--- config.mk ---
export PLATFORM = sky130hd
export DESIGN_NAME = vec_mem_unit_flat
export DESIGN_NICKNAME = d
export VERILOG_FILES = /design/src/rtl/vec_mem_unit_pkg.sv /design/src/rtl/vec_mem_unit_if.sv /design/src/rtl/vec_lane_buf.sv /design/src/rtl/vec_mem_unit.sv /design/src/flat_wrapper.sv
export SDC_FILE = /design/constraint.sdc
export NUM_CORES = 1
export LEC_CHECK = 0
export BUFFER_PORTS_ARGS = -buffer_cell sky130_fd_sc_hd__clkbuf_2
export CORE_AREA = 2 2 232 234
export DETAILED_ROUTE_END_ITERATION = 12
export DIE_AREA = 0 0 234 236
export GPL_TIMING_DRIVEN = 0
export HOLD_SLACK_MARGIN = 0.03
export PLACE_DENSITY = 0.85
export SLEW_MARGIN = 25
export SYNTH_ARGS = -nofsm -noshare
export SYNTH_HDL_FRONTEND = slang
export SYNTH_HIERARCHICAL = 1
export SYNTH_SLANG_ARGS = --single-unit
export TNS_END_PERCENT = 10
--- constraint.sdc ---
create_clock -name clk -period 10 [get_ports clk]
set_clock_uncertainty 0.2 [all_clocks]
set_input_delay 1 -clock clk [delete_from_list [all_inputs] [get_ports clk]]
set_output_delay 1 -clock clk [all_outputs]
set_load 0.005 [all_outputs]
--- src/rtl/vec_mem_unit_pkg.sv ---
// Shared definitions for the vector load/store unit: opcodes, default sizes
// and the FSM state encoding.
package vec_mem_unit_pkg;

    localparam int LANES_DEF  = 16;
    localparam int DATA_W_DEF = 16;
    localparam int ADDR_W_DEF = 16;

    // Same encodings the vector ALU decodes.
    localparam logic [3:0] OP_VLD = 4'b0100;
    localparam logic [3:0] OP_VST = 4'b0101;

    typedef enum logic [2:0] {
        ST_IDLE  = 3'd0,
        ST_LOAD  = 3'd1,
        ST_LWAIT = 3'd2,
        ST_STORE = 3'd3,
        ST_DONE  = 3'd4
    } state_t;

endpackage

--- src/rtl/vec_mem_unit_if.sv ---
// Word-wide data-memory port between the load/store unit (master) and the
// memory (slave). Read data arrives the cycle after mem_re.
interface vec_mem_unit_if #(
    parameter int ADDR_W = 16,
    parameter int DATA_W = 16
);
    logic [ADDR_W-1:0] mem_addr;
    logic              mem_re;
    logic              mem_we;
    logic [DATA_W-1:0] mem_wdata;
    logic [DATA_W-1:0] mem_rdata;

    modport master (
        output mem_addr, mem_re, mem_we, mem_wdata,
        input  mem_rdata
    );

    modport slave (
        input  mem_addr, mem_re, mem_we, mem_wdata,
        output mem_rdata
    );
endinterface

--- src/rtl/vec_lane_buf.sv ---
// Lane register file: bulk load of a whole vector, one indexed lane write
// for load capture, one indexed lane read for store drain.
module vec_lane_buf #(
    parameter int LANES  = 16,
    parameter int DATA_W = 16,
    parameter int IDX_W  = $clog2(LANES)
) (
    input  logic                    clk,
    input  logic                    rst,
    input  logic                    ld_en,
    input  logic [LANES*DATA_W-1:0] ld_vec,
    input  logic                    wr_en,
    input  logic [IDX_W-1:0]        wr_idx,
    input  logic [DATA_W-1:0]       wr_data,
    input  logic [IDX_W-1:0]        rd_idx,
    output logic [DATA_W-1:0]       rd_data,
    output logic [LANES*DATA_W-1:0] vec
);

    logic [DATA_W-1:0] lanes_q [LANES];
    logic [DATA_W-1:0] lanes_d [LANES];

    always_comb begin
        lanes_d = lanes_q;
        if (ld_en) begin
            for (int i = 0; i < LANES; i++) lanes_d[i] = ld_vec[i*DATA_W +: DATA_W];
        end
        if (wr_en) lanes_d[wr_idx] = wr_data;
    end

    always_ff @(posedge clk or posedge rst) begin
        if (rst) begin
            for (int i = 0; i < LANES; i++) lanes_q[i] <= '0;
        end else begin
            lanes_q <= lanes_d;
        end
    end

    always_comb begin
        vec = '0;
        for (int i = 0; i < LANES; i++) vec[i*DATA_W +: DATA_W] = lanes_q[i];
    end

    assign rd_data = lanes_q[rd_idx];

endmodule

--- src/rtl/vec_mem_unit.sv ---
// Sequential vector load/store unit: moves one LANES x DATA_W vector to or
// from word-wide memory, one lane per cycle, starting at a base address.
module vec_mem_unit
    import vec_mem_unit_pkg::*;
#(
    parameter int LANES  = LANES_DEF,
    parameter int DATA_W = DATA_W_DEF,
    parameter int ADDR_W = ADDR_W_DEF
) (
    input  logic                    clk,
    input  logic                    rst,
    // Request handshake: start is taken only while busy=0; while busy=1 the
    // request inputs are ignored (not queued). done pulses for one cycle and
    // a new start is accepted in the following cycle.
    input  logic                    start,
    input  logic [3:0]              opcode,
    input  logic [ADDR_W-1:0]       addr,
    input  logic [LANES*DATA_W-1:0] vec_in,
    output logic                    busy,
    output logic                    done,
    output logic [LANES*DATA_W-1:0] vec_out,
    vec_mem_unit_if.master          mem,
    output state_t                  state_dbg
);

    localparam int              CNT_W = $clog2(LANES);
    localparam logic [CNT_W-1:0] LAST  = CNT_W'(LANES - 1);

    state_t                  state_q, state_d;
    logic [CNT_W-1:0]        cnt_q, cnt_d;
    logic [ADDR_W-1:0]       base_q, base_d;
    logic                    busy_q, busy_d;
    logic                    done_q, done_d;
    logic [LANES*DATA_W-1:0] vec_out_q, vec_out_d;

    logic                    buf_ld, buf_wr;
    logic [CNT_W-1:0]        buf_wr_idx;
    logic [DATA_W-1:0]       buf_rd_data;
    logic [LANES*DATA_W-1:0] buf_vec;

    always_comb begin
        state_d    = state_q;
        cnt_d      = cnt_q;
        base_d     = base_q;
        busy_d     = busy_q;
        done_d     = done_q;
        vec_out_d  = vec_out_q;
        buf_ld     = 1'b0;
        buf_wr     = 1'b0;
        buf_wr_idx = cnt_q - CNT_W'(1);
        case (state_q)
            ST_IDLE: begin
                if (start && (opcode == OP_VLD || opcode == OP_VST)) begin
                    state_d = (opcode == OP_VLD) ? ST_LOAD : ST_STORE;
                    base_d  = addr;
                    cnt_d   = '0;
                    busy_d  = 1'b1;
                    buf_ld  = (opcode == OP_VST);
                end
            end
            ST_LOAD: begin
                // Read data lags the read by one cycle, so lane k-1 lands now.
                buf_wr = (cnt_q != '0);
                cnt_d  = cnt_q + CNT_W'(1);
                if (cnt_q == LAST) begin
                    cnt_d   = '0;
                    state_d = ST_LWAIT;
                end
            end
            ST_LWAIT: begin
                buf_wr     = 1'b1;
                buf_wr_idx = LAST;
                state_d    = ST_DONE;
                done_d     = 1'b1;
                // Last lane bypasses the buffer so vec_out switches in one step.
                vec_out_d  = buf_vec;
                vec_out_d[(LANES-1)*DATA_W +: DATA_W] = mem.mem_rdata;
            end
            ST_STORE: begin
                cnt_d = cnt_q + CNT_W'(1);
                if (cnt_q == LAST) begin
                    cnt_d   = '0;
                    state_d = ST_DONE;
                    done_d  = 1'b1;
                end
            end
            ST_DONE: begin
                state_d = ST_IDLE;
                done_d  = 1'b0;
                busy_d  = 1'b0;
            end
            default: state_d = ST_IDLE;
        endcase
    end

    always_ff @(posedge clk or posedge rst) begin
        if (rst) begin
            state_q   <= ST_IDLE;
            cnt_q     <= '0;
            base_q    <= '0;
            busy_q    <= 1'b0;
            done_q    <= 1'b0;
            vec_out_q <= '0;
        end else begin
            state_q   <= state_d;
            cnt_q     <= cnt_d;
            base_q    <= base_d;
            busy_q    <= busy_d;
            done_q    <= done_d;
            vec_out_q <= vec_out_d;
        end
    end

    vec_lane_buf #(
        .LANES  (LANES),
        .DATA_W (DATA_W),
        .IDX_W  (CNT_W)
    ) u_lane_buf (
        .clk     (clk),
        .rst     (rst),
        .ld_en   (buf_ld),
        .ld_vec  (vec_in),
        .wr_en   (buf_wr),
        .wr_idx  (buf_wr_idx),
        .wr_data (mem.mem_rdata),
        .rd_idx  (cnt_q),
        .rd_data (buf_rd_data),
        .vec     (buf_vec)
    );

    // Memory strobes decode straight from state flops, so reset clears them at once.
    assign mem.mem_re    = (state_q == ST_LOAD);
    assign mem.mem_we    = (state_q == ST_STORE);
    assign mem.mem_addr  = (mem.mem_re || mem.mem_we) ? base_q + ADDR_W'(cnt_q) : '0;
    assign mem.mem_wdata = mem.mem_we ? buf_rd_data : '0;

    assign busy      = busy_q;
    assign done      = done_q;
    assign vec_out   = vec_out_q;
    assign state_dbg = state_q;

endmodule

--- src/flat_wrapper.sv ---
// flat-port wrapper written by rule: the top's interface ports become plain ports
module vec_mem_unit_flat import vec_mem_unit_pkg::*;
#(
    parameter int LANES  = LANES_DEF,
    parameter int DATA_W = DATA_W_DEF,
    parameter int ADDR_W = ADDR_W_DEF
)
  (clk, rst, start, opcode, addr, vec_in, busy, done, vec_out, state_dbg, mem_mem_addr, mem_mem_re, mem_mem_we, mem_mem_wdata, mem_mem_rdata);
  vec_mem_unit_if #(.ADDR_W(ADDR_W), .DATA_W(DATA_W)) mem_i ();
  input  logic clk;
  input  logic rst;
  input  logic start;
  input  logic [3:0] opcode;
  input  logic [ADDR_W-1:0] addr;
  input  logic [LANES*DATA_W-1:0] vec_in;
  output logic busy;
  output logic done;
  output logic [LANES*DATA_W-1:0] vec_out;
  output state_t state_dbg;
  output wire logic [$bits(mem_i.mem_addr)-1:0] mem_mem_addr;
  output wire logic [$bits(mem_i.mem_re)-1:0] mem_mem_re;
  output wire logic [$bits(mem_i.mem_we)-1:0] mem_mem_we;
  output wire logic [$bits(mem_i.mem_wdata)-1:0] mem_mem_wdata;
  input wire logic [$bits(mem_i.mem_rdata)-1:0] mem_mem_rdata;
  assign mem_mem_addr = mem_i.mem_addr;
  assign mem_mem_re = mem_i.mem_re;
  assign mem_mem_we = mem_i.mem_we;
  assign mem_mem_wdata = mem_i.mem_wdata;
  assign mem_i.mem_rdata = mem_mem_rdata;
  vec_mem_unit #(.LANES(LANES), .DATA_W(DATA_W), .ADDR_W(ADDR_W)) u_core (.clk(clk), .rst(rst), .start(start), .opcode(opcode), .addr(addr), .vec_in(vec_in), .busy(busy), .done(done), .vec_out(vec_out), .mem(mem_i), .state_dbg(state_dbg));
endmodule
==> metrics.txt, run 1 <==
outcome finished, final reports clean; slowest CP cell clkbuf_1; DR vias 18900; vias in the first global route 19900; Synth Flop Type dfrtp_1; CP most frequent cell clkbuf_1; H-Tree Depth 2; Slew headroom 26.3%; Clk pwr share 20.2%; initial antenna violation count 16; Post-Syn Area 0.0265 mm2; Min Clock Period, post-route 5.31 ns; Top delay family on crit path buffers and inverters; sequential power share 36.1%; worst-margin pin slew 1.10 ns; final setup fails 0; unique cell type count in the Yosys netlist 50; Cell Rows 85; routed length per instance 30.7 um; CP Data Arrival Time 4.11 ns; Seq cells post-synth 537; crit share post-route 53.1%; Routed Antenna Nets 0; fraction of layout cells with a size suffix above 1 67.2%; CP max stage delay 0.72 ns; setup slack, reg-to-reg 5.85 ns; reg-to-reg endpoint u_core/u_lane_buf/vec[60]; Mean Syn Cell Area 15.3 um2; gr ovfl total 0; nets 2691; critical path capture point type output pin; Initial Util 50.0%; CTS Buf Count 56; sw frac 35.0%; Internal 7570 uW; RSZ-0062 raised after global routing false; Die Y 236 um; CP Buf/Inv Count 3; global-route wire length before repair 137 mm; Fin Hold WS 0.236 ns; Crit Path Max Fanout 10; area growth from synthesis to layout 23.1%; Die W 234 um; synth warn 6; CTS Hold Bufs 0; die area 0.0552 mm2; first drt pass iteration count 7; Bufs on Longest Clock Path 3; Reg clk slew, reported paths 0.06 ns; Placed Area 0.0305 mm2; TNS Setup 0 ns; VDD IR max 0.216 mV; largest net degree at the start of global routing 94; register area share after synthesis 50.7%; FF-to-FF Start u_core/state_dbg[1]; vias per cell 6.01; total track usage 34.6%; P_sw 4090 uW; DRC 0; required time of the critical path 8.80 ns; Setup Crit Path Kind reg2out; Final Hold Viols 0; FFs w/ async S/R, synth 100%; GPL Wtd Cong 0.943; Slew Limit Fails 0; fmax 188 MHz; Leak Pwr 0.0155 uW; CTS tree done; EDFF count, synth 0; cell count after synthesis 1735; post-CTS setup buffers 0; CORE AREA 0.0531 mm2; root buffer cell clkbuf_16; worst reg-to-reg path cell count 7; cts repair resizes 0; Setup crit start kind register; Finished Cell Area 0.0326 mm2; detailed-route wire length 96.4 mm; hold crit path type in2async; Sink Count 537; Gate power share 43.7%; Power Dens Cells 357 mW/mm2; crit-path cells clkbuf_1 > clkbuf_1 > mux4_2 > a22oi_1 > nand2_1 > and3_1 > clkbuf_2; worst skew pair latency 0.60 ns; Synthesized Nets 2037; I/O pins 590; MaxCap Viol Count 0; IO buf count 589; Iter 0 DRT Violations 1629; Detailed Place HPWL 72.1 mm
[how the worst max path moves through the flow]
stage	from	end	slack (ns)	cells past startpoint
after floorplan	rst	u_core/base_q[0]	1.05	1
after global placement	rst	u_core/vec_out[103]	-2.48	2
after detailed placement	u_core/cnt_q[1]	mem_mem_wdata[10]	5.24	7
after CTS	u_core/cnt_q[1]	mem_mem_wdata[10]	4.61	7
after global routing	u_core/cnt_q[1]	mem_mem_wdata[10]	4.57	7
final	u_core/cnt_q[1]	mem_mem_wdata[4]	4.69	7
[cell type report]
cell class	instances	area (um2)
well taps	696	871
multi-input cells	1062	12300
repair buffers	596	3120
clock inverters	28	482
inverters	9	48.8
fillers	3860	20400
clock buffers	75	1590
plain buffers	127	746
diodes	14	35.0
flip-flops and latches	537	13400
[per-layer routing]
layer  up-vias  global-route usage, %  part of all wire, %
li1       7721                      -                    -
met1      9778                   46.0                   40
met2      1131                   53.8                   47
met3       255                   7.74                  8.4
met4        12                   16.4                  5.1
met5         -                      0                0.075
[power by group through the flow]
stage / Sequential (uW) / Clock (uW) / Combinational, uW
floorplan: 3890 / 0 / 3290
global placement: 4130 / 0 / 4820
detailed placement: 4200 / 0 / 4990
CTS: 4180 / 2370 / 5030
global route: 4310 / 2470 / 5330
finish: 4210 / 2350 / 5090
[cell usage in the layout, fill, tap and decap left out, types with 10 or more instances in the layout]
cell | synthesis | layout
buf_6 | 22 | 23
bufinv_16 | 0 | 13
mux4_2 | 64 | 64
clkinv_2 | 0 | 10
nor2_1 | 18 | 18
mux2_4 | 195 | 195
a22oi_1 | 32 | 32
buf_2 | 56 | 56
clkbuf_16 | 0 | 57
dfrtp_1 | 537 | 537
o21ai_0 | 12 | 12
clkbuf_2 | 0 | 595
mux2_2 | 584 | 584
nand2_1 | 38 | 38
and3_1 | 17 | 17
nand2b_1 | 10 | 10
diode_2 | 0 | 14
a21oi_1 | 15 | 15
clkbuf_8 | 0 | 10
clkbuf_1 | 41 | 43
[metrics by stage]
step                utilization [%]  setup WS (ns)  power [uW]  instances
detailed placement             57.5           5.24        9190       3026
global route                   61.5           4.57       12100       3137
finish                         61.5           4.69       11700       3144
global placement               57.2          -2.48        8940       3020
floorplan                         -           1.05        7180       1735
CTS                            61.4           4.61       11600       3129
[cell families after synthesis]
family | after synthesis | synth area share (%)
AO/OA/AOI/OAI | 73 | 1.84
XOR/XNOR | 4 | 0.132
adder cells (fa/ha/maj) | 7 | 0.359
buffers and inverters | 136 | 2.91
flip-flops | 537 | 50.7
multiplexers | 846 | 41.4
AND/OR/NAND/NOR | 132 | 2.69
[synth_stat cells (9+ instances only)]
cell type,number,area share [%]
a22oi_1,32,0.91
buf_2,56,1.1
nand2_1,38,0.54
mux2_2,584,25
inv_1,9,0.13
and3_1,17,0.40
nand3_1,9,0.17
mux2_4,195,11
nand2b_1,10,0.24
clkbuf_1,41,0.58
a21oi_1,15,0.28
nor2_1,18,0.25
dfrtp_1,537,51
buf_6,22,0.93
o21ai_0,12,0.23
or3_1,9,0.21
mux4_2,64,5.4
[flip-flops by register name (all words and copies together), names as in the netlist]
register and count:
u_core/base_q 16, u_core/state_dbg 3, u_core/done 1, u_core/u_lane_buf/vec 256, u_core/busy 1, u_core/cnt_q 4
u_core/vec_out 256
(Power assumes the default switching activity.)
==> run 2: changes to the inputs <==
--- a/config.mk
+++ b/config.mk
@@ -6,12 +6,11 @@
 export NUM_CORES = 1
 export LEC_CHECK = 0
 export BUFFER_PORTS_ARGS = -buffer_cell sky130_fd_sc_hd__clkbuf_2
-export CORE_AREA = 2 2 232 234
+export CORE_UTILIZATION = 50
 export DETAILED_ROUTE_END_ITERATION = 12
-export DIE_AREA = 0 0 234 236
 export GPL_TIMING_DRIVEN = 0
 export HOLD_SLACK_MARGIN = 0.03
-export PLACE_DENSITY = 0.85
+export PLACE_DENSITY = 0.87
 export SLEW_MARGIN = 25
 export SYNTH_ARGS = -nofsm -noshare
 export SYNTH_HDL_FRONTEND = slang
==> constraint.sdc (replaced) <==
create_clock -name clk -period 4.53 [get_ports clk]
set_clock_uncertainty 0.2 [all_clocks]
set_input_delay 0.453 -clock clk [delete_from_list [all_inputs] [get_ports clk]]
set_output_delay 0.453 -clock clk [all_outputs]
set_load 0.005 [all_outputs]
==> run 2 against run 1 <==
  * Via count is 7.9% higher
  * Highest routed layer unchanged
  * Critical endpoint is now mem_mem_wdata[9]
  * First-iteration DRC count rose by 4.8%
  * The run now ends with setup timing left
  * Sequential cell count did not move
==> metrics.txt, run 2 (synthesized netlist as in run 1, its figures left out) <==
outcome finished with violations; failing checks setup timing; Final WS setup -0.0620 ns; IO buf count 589; critical path capture point type output pin; DRC 0; largest net degree at the start of global routing 90; Util after Layout 66.6%; first drt pass iteration count 5; CTS Buf Count 57; fmax 218 MHz; gr ovfl total 0; Min Clock Period, post-route 4.59 ns; required time of the critical path 3.88 ns; commonest non-fill, non-tap cell in the layout clkbuf_2; area growth from synthesis to layout 31.7%; Detailed Place HPWL 72.6 mm; Die W 232 um; crit share post-route 101%; hold crit path type in2reg; DR vias 20400; Placed Area 0.0306 mm2; RSZ-0062 raised after global routing false; Reg clk slew, reported paths 0.06 ns; Final Hold Viols 0; Setup Crit Path Kind reg2out; total track usage 38.6%; final setup fails 1; Iter 0 DRT Violations 1707; hold path depth 3; CTS tree done; dpl ws 0.279 ns; Power Dens Cells 745 mW/mm2; Cell Rows 84; Setup crit start kind register; nets 2932; GPL Wtd Cong 0.958; Bufs on Longest Clock Path 3; VDD IR max 0.425 mV; Slew Limit Fails 0; worst reg-to-reg path cell count 7; Leak Pwr 0.0164 uW; vias in the first global route 21700; Crit Path Max Fanout 10; die area 0.0540 mm2; Slew headroom 23.7%; Finished Cell Area 0.0349 mm2; root buffer cell clkbuf_16; vias per cell 6.05; Sink Count 537; detailed-route wire length 104 mm; post-CTS setup buffers 0; Routed Antenna Nets 0; initial antenna violation count 8; CORE AREA 0.0524 mm2; MaxCap Viol Count 0; global-route wire length before repair 149 mm; fraction of layout cells with a size suffix above 1 61.2%; Initial Util 50.6%; worst-margin pin slew 1.14 ns; I/O pins 590; Die Y 232 um; H-Tree Depth 2; worst skew pair latency 0.61 ns; routed length per instance 31.0 um; commonest cells after routing, fill and taps aside clkbuf_2, mux2_2, dfrtp_1; CP Data Arrival Time 3.94 ns
## run 2: changes by cell type in the layout (fill, tap and decap cells not counted), sizes merged, moves of 3 or more
| cell | delta |
|---|---|
| dlygate4sd3 | +235 |
| bufinv | -7 |
| diode | -7 |
| clkinvlp | +5 |
| buf | +4 |
| clkbuf | +3 |
## run 2: area by class of cell
class	count	area (um2)
clock buffers	78	1630
inverters	9	45.0
flip-flops and latches	537	13400
repair buffers	836	5560
well taps	688	861
multi-input cells	1062	12300
clock inverters	26	320
plain buffers	127	747
diodes	7	17.5
fillers	3478	17500
## run 2: critical path, cell delays in order (launching register included)
cell and delay [ns]:
dfrtp_1 0.45, clkbuf_2 0.42, clkdlybuf4s15_1 0.78, mux4_2 0.43, a22oi_1 0.60, nand2_1 0.29
and3_1 0.25, clkbuf_2 0.10
## run 2: metrics by stage
step	cells	TNS [ns]	total power, uW	hold WS, ns
after floorplan	1735	-810.17	15900	0.285
after global placement	3012	-2221.16	19800	0.291
after detailed placement	3024	0	20300	0.292
after CTS	3363	0	25400	0.0308
after global routing	3367	0	26900	0.0387
final	3370	-0.0620	26000	0.0381
## run 2: worst paths after layout
kind                            slack [ns]                 from                   endpoint
worst max-delay path                 -0.06      u_core/cnt_q[1]           mem_mem_wdata[9]
worst min-delay path                  0.04           vec_in[11]  u_core/u_lane_buf/vec[11]
worst max register to register        0.37  u_core/state_dbg[0]  u_core/u_lane_buf/vec[54]
worst min register to register        0.31   u_core/vec_out[50]         u_core/vec_out[50]
max in group asynchronous             2.69                  rst        u_core/vec_out[101]
min in group asynchronous             0.23                  rst          u_core/base_q[13]
## run 2: report_power, final
part | internal (uW) | switching, uW
Sequential | 7230 | 2140
Combinational | 6430 | 5320
Clock | 2860 | 2050
## run 2: repair_timing
| action | in CTS | in global routing |
|---|---|---|
| gates resized for setup | 2 | 1 |
| setup endpoints to repair | 10 | 1 |
| gates cloned | 0 | 0 |
| hold buffers | 235 | 0 |
| endpoints found under the hold margin | 377 | 0 |
## run 2: metal layers
layer | vias up | track usage (%) | wire [um]
met5 | - | 0 | 65
met4 | 6 | 22.9 | 7160
met3 | 403 | 10.4 | 9950
met2 | 1391 | 60.0 | 47700
met1 | 10400 | 48.2 | 39600
li1 | 8198 | - | -
==> run 3: changes to the inputs <==
--- a/config.mk
+++ b/config.mk
@@ -6,11 +6,11 @@
 export NUM_CORES = 1
 export LEC_CHECK = 0
 export BUFFER_PORTS_ARGS = -buffer_cell sky130_fd_sc_hd__clkbuf_2
-export CORE_UTILIZATION = 50
+export CORE_UTILIZATION = 45
 export DETAILED_ROUTE_END_ITERATION = 12
 export GPL_TIMING_DRIVEN = 0
 export HOLD_SLACK_MARGIN = 0.03
-export PLACE_DENSITY = 0.87
+export PLACE_DENSITY = 0.81
 export SLEW_MARGIN = 25
 export SYNTH_ARGS = -nofsm -noshare
 export SYNTH_HDL_FRONTEND = slang
==> run 3 against run 2 <==
  * The run now ends clean
  * Sequential power barely moved
  * Count of clock-buffer cells in the layout is 9 lower
  * Combinational power about the same
  * Cell area rose by 1.6%
  * Setup slack gained 0.064 ns
  * Power is 0.33% higher
  * Sequential share of layout area shrank 0.62 points
  * Critical path depth is the same
  * Non-clock buffer count up 34
==> metrics.txt, run 3 (synthesized netlist as in run 1, its figures left out) <==
outcome finished, final reports clean; vias per cell 5.77; Setup crit start kind register; Final Hold Viols 0; Cell Rows 88; CP max stage delay 0.65 ns; total track usage 34.4%; IO buf count 589; initial antenna violation count 8; area of the multi-input gates 0.0123 mm2; Power Dens Cells 736 mW/mm2; slowest CP cell mux4_2; fmax 221 MHz; setup slack, reg-to-reg 0.47 ns; worst-margin pin slew 1.17 ns; Internal 16700 uW; area growth from synthesis to layout 33.8%; Die W 245 um; Routed Antenna Nets 0; P_sw 9440 uW; total power 26100 uW; detailed-route wire length 105 mm; CP most frequent cell buf_2; worst hold path endpoint u_core/u_lane_buf/vec[120]; commonest cells after routing, fill and taps aside clkbuf_2, mux2_2, dfrtp_1; Top delay family on crit path buffers and inverters; dpl cells 3103; CTS Buf Count 57; Gate power share 44.6%; Fin Hold WS 0.0511 ns; root buffer cell clkbuf_16; DRC 0; Reg clk slew, reported paths 0.06 ns; Final WS setup 0.00181 ns; sequential power share 35.8%; die area 0.0599 mm2; global-route wire length before repair 148 mm; dpl ws 0.373 ns; Detailed Place HPWL 74.8 mm; worst skew pair latency 0.63 ns; crit-path cells buf_2 > buf_2 > mux4_2 > a22oi_1 > nand2_1 > and3_1 > clkbuf_2; sw frac 36.2%; CTS tree done; commonest non-fill, non-tap cell in the layout clkbuf_2; required time of the critical path 3.88 ns; routed length per instance 30.0 um; CORE AREA 0.0579 mm2; reg-to-reg endpoint u_core/u_lane_buf/vec[54]; CP Buf/Inv Count 3; nets 2966; Slew Limit Fails 0; worst reg-to-reg path cell count 7; Iter 0 DRT Violations 1299; MaxCap Viol Count 0; GPL Wtd Cong 0.941; Sink Count 537; fillers 4274; CP Data Arrival Time 3.88 ns; hold_sp vec_in[120]; DR vias 20100; Clk pwr share 19.6%; Die Y 245 um; hold path depth 3; largest net degree at the start of global routing 91; first drt pass iteration count 5; crit share post-route 100%; fraction of layout cells with a size suffix above 1 60.9%; Register Area 0.0134 mm2; Bufs on Longest Clock Path 3; Setup Crit Path Kind reg2out; Min Clock Period, post-route 4.53 ns; vias in the first global route 21300; H-Tree Depth 2; Leak Pwr 0.0167 uW; FF-to-FF Start u_core/state_dbg[0]; VDD IR max 0.434 mV; hold crit path type in2reg; final setup fails 0; I/O pins 590; critical path capture point type output pin; gr ovfl total 0; Layout Cells excl Fill 3484; Initial Util 45.8%; Crit Path Max Fanout 10; post-CTS setup buffers 0; Slew headroom 21.7%
## run 3: cell count changes in the layout (fill, tap and decap cells not counted), sizes merged
cell / delta
dlygate4sd3: +32
clkinv: +9
clkbuf: -8
inv: +4
bufinv: +3
clkinvlp: -3
buf: +2
clkdlybuf4s15: -1
diode: -1
## run 3: per-layer routing
| metal | GRT usage, % | routed length (um) |
|---|---|---|
| met4 | 18.0 | 6010 |
| met3 | 8.03 | 8190 |
| met1 | 43.9 | 41700 |
| met5 | 0 | 57 |
| met2 | 54.5 | 48600 |
## run 3: worst max-delay path by stage
stage | startpoint | endpoint | slack (ns) | cells after the start
final | u_core/cnt_q[0] | mem_mem_wdata[6] | 0.002 | 7
after global routing | u_core/cnt_q[0] | mem_mem_wdata[6] | -0.005 | 7
after CTS | u_core/cnt_q[0] | mem_mem_wdata[12] | 0.04 | 7
after detailed placement | u_core/cnt_q[1] | mem_mem_wdata[12] | 0.37 | 7
after global placement | rst | u_core/u_lane_buf/vec[108] | -6.76 | 2
after floorplan | rst | u_core/u_lane_buf/vec[0] | -3.16 | 1
## run 3: final cells by class
| class | count | share of cell area [%] |
|---|---|---|
| Antenna cell | 6 | 0.0423 |
| Buffer | 127 | 2.11 |
| Clock buffer | 69 | 4.40 |
| Clock inverter | 39 | 1.37 |
| Inverter | 9 | 0.127 |
| Multi-Input combinational cell | 1062 | 34.7 |
| Sequential cell | 537 | 37.9 |
| Tap cell | 765 | 2.70 |
| Timing Repair Buffer | 870 | 16.7 |
## run 3: power by group through the flow
stage	Combinational (uW)	Clock (uW)	Sequential [uW]
finish	11700	5110	9350
floorplan	7260	0	8590
detailed placement	11100	0	9270
global placement	10800	0	9140
global route	12100	5340	9580
CTS	11400	5150	9230
## run 3: timing repair
item,in CTS,in global routing
setup endpoints to repair,14,2
pin swaps,0,0
gates resized for setup,1,2
hold buffers,266,1
hold endpoints to repair,371,1
## run 3: worst min-delay path, cell delays in order
cell and delay (ns):
clkbuf_2 0.12, mux2_2 0.15, mux2_2 0.13
## run 3: stage by stage
step / setup TNS, ns / instance area, um2 / util [%]
after detailed placement: 0 / 30700 / 53.1
after global routing: -0.00549 / 35500 / 61.3
after CTS: 0 / 35500 / 61.2
after global placement: -2230.18 / 30400 / 52.5
final: 0 / 35500 / 61.3
after floorplan: -810.17 / 26500 / -
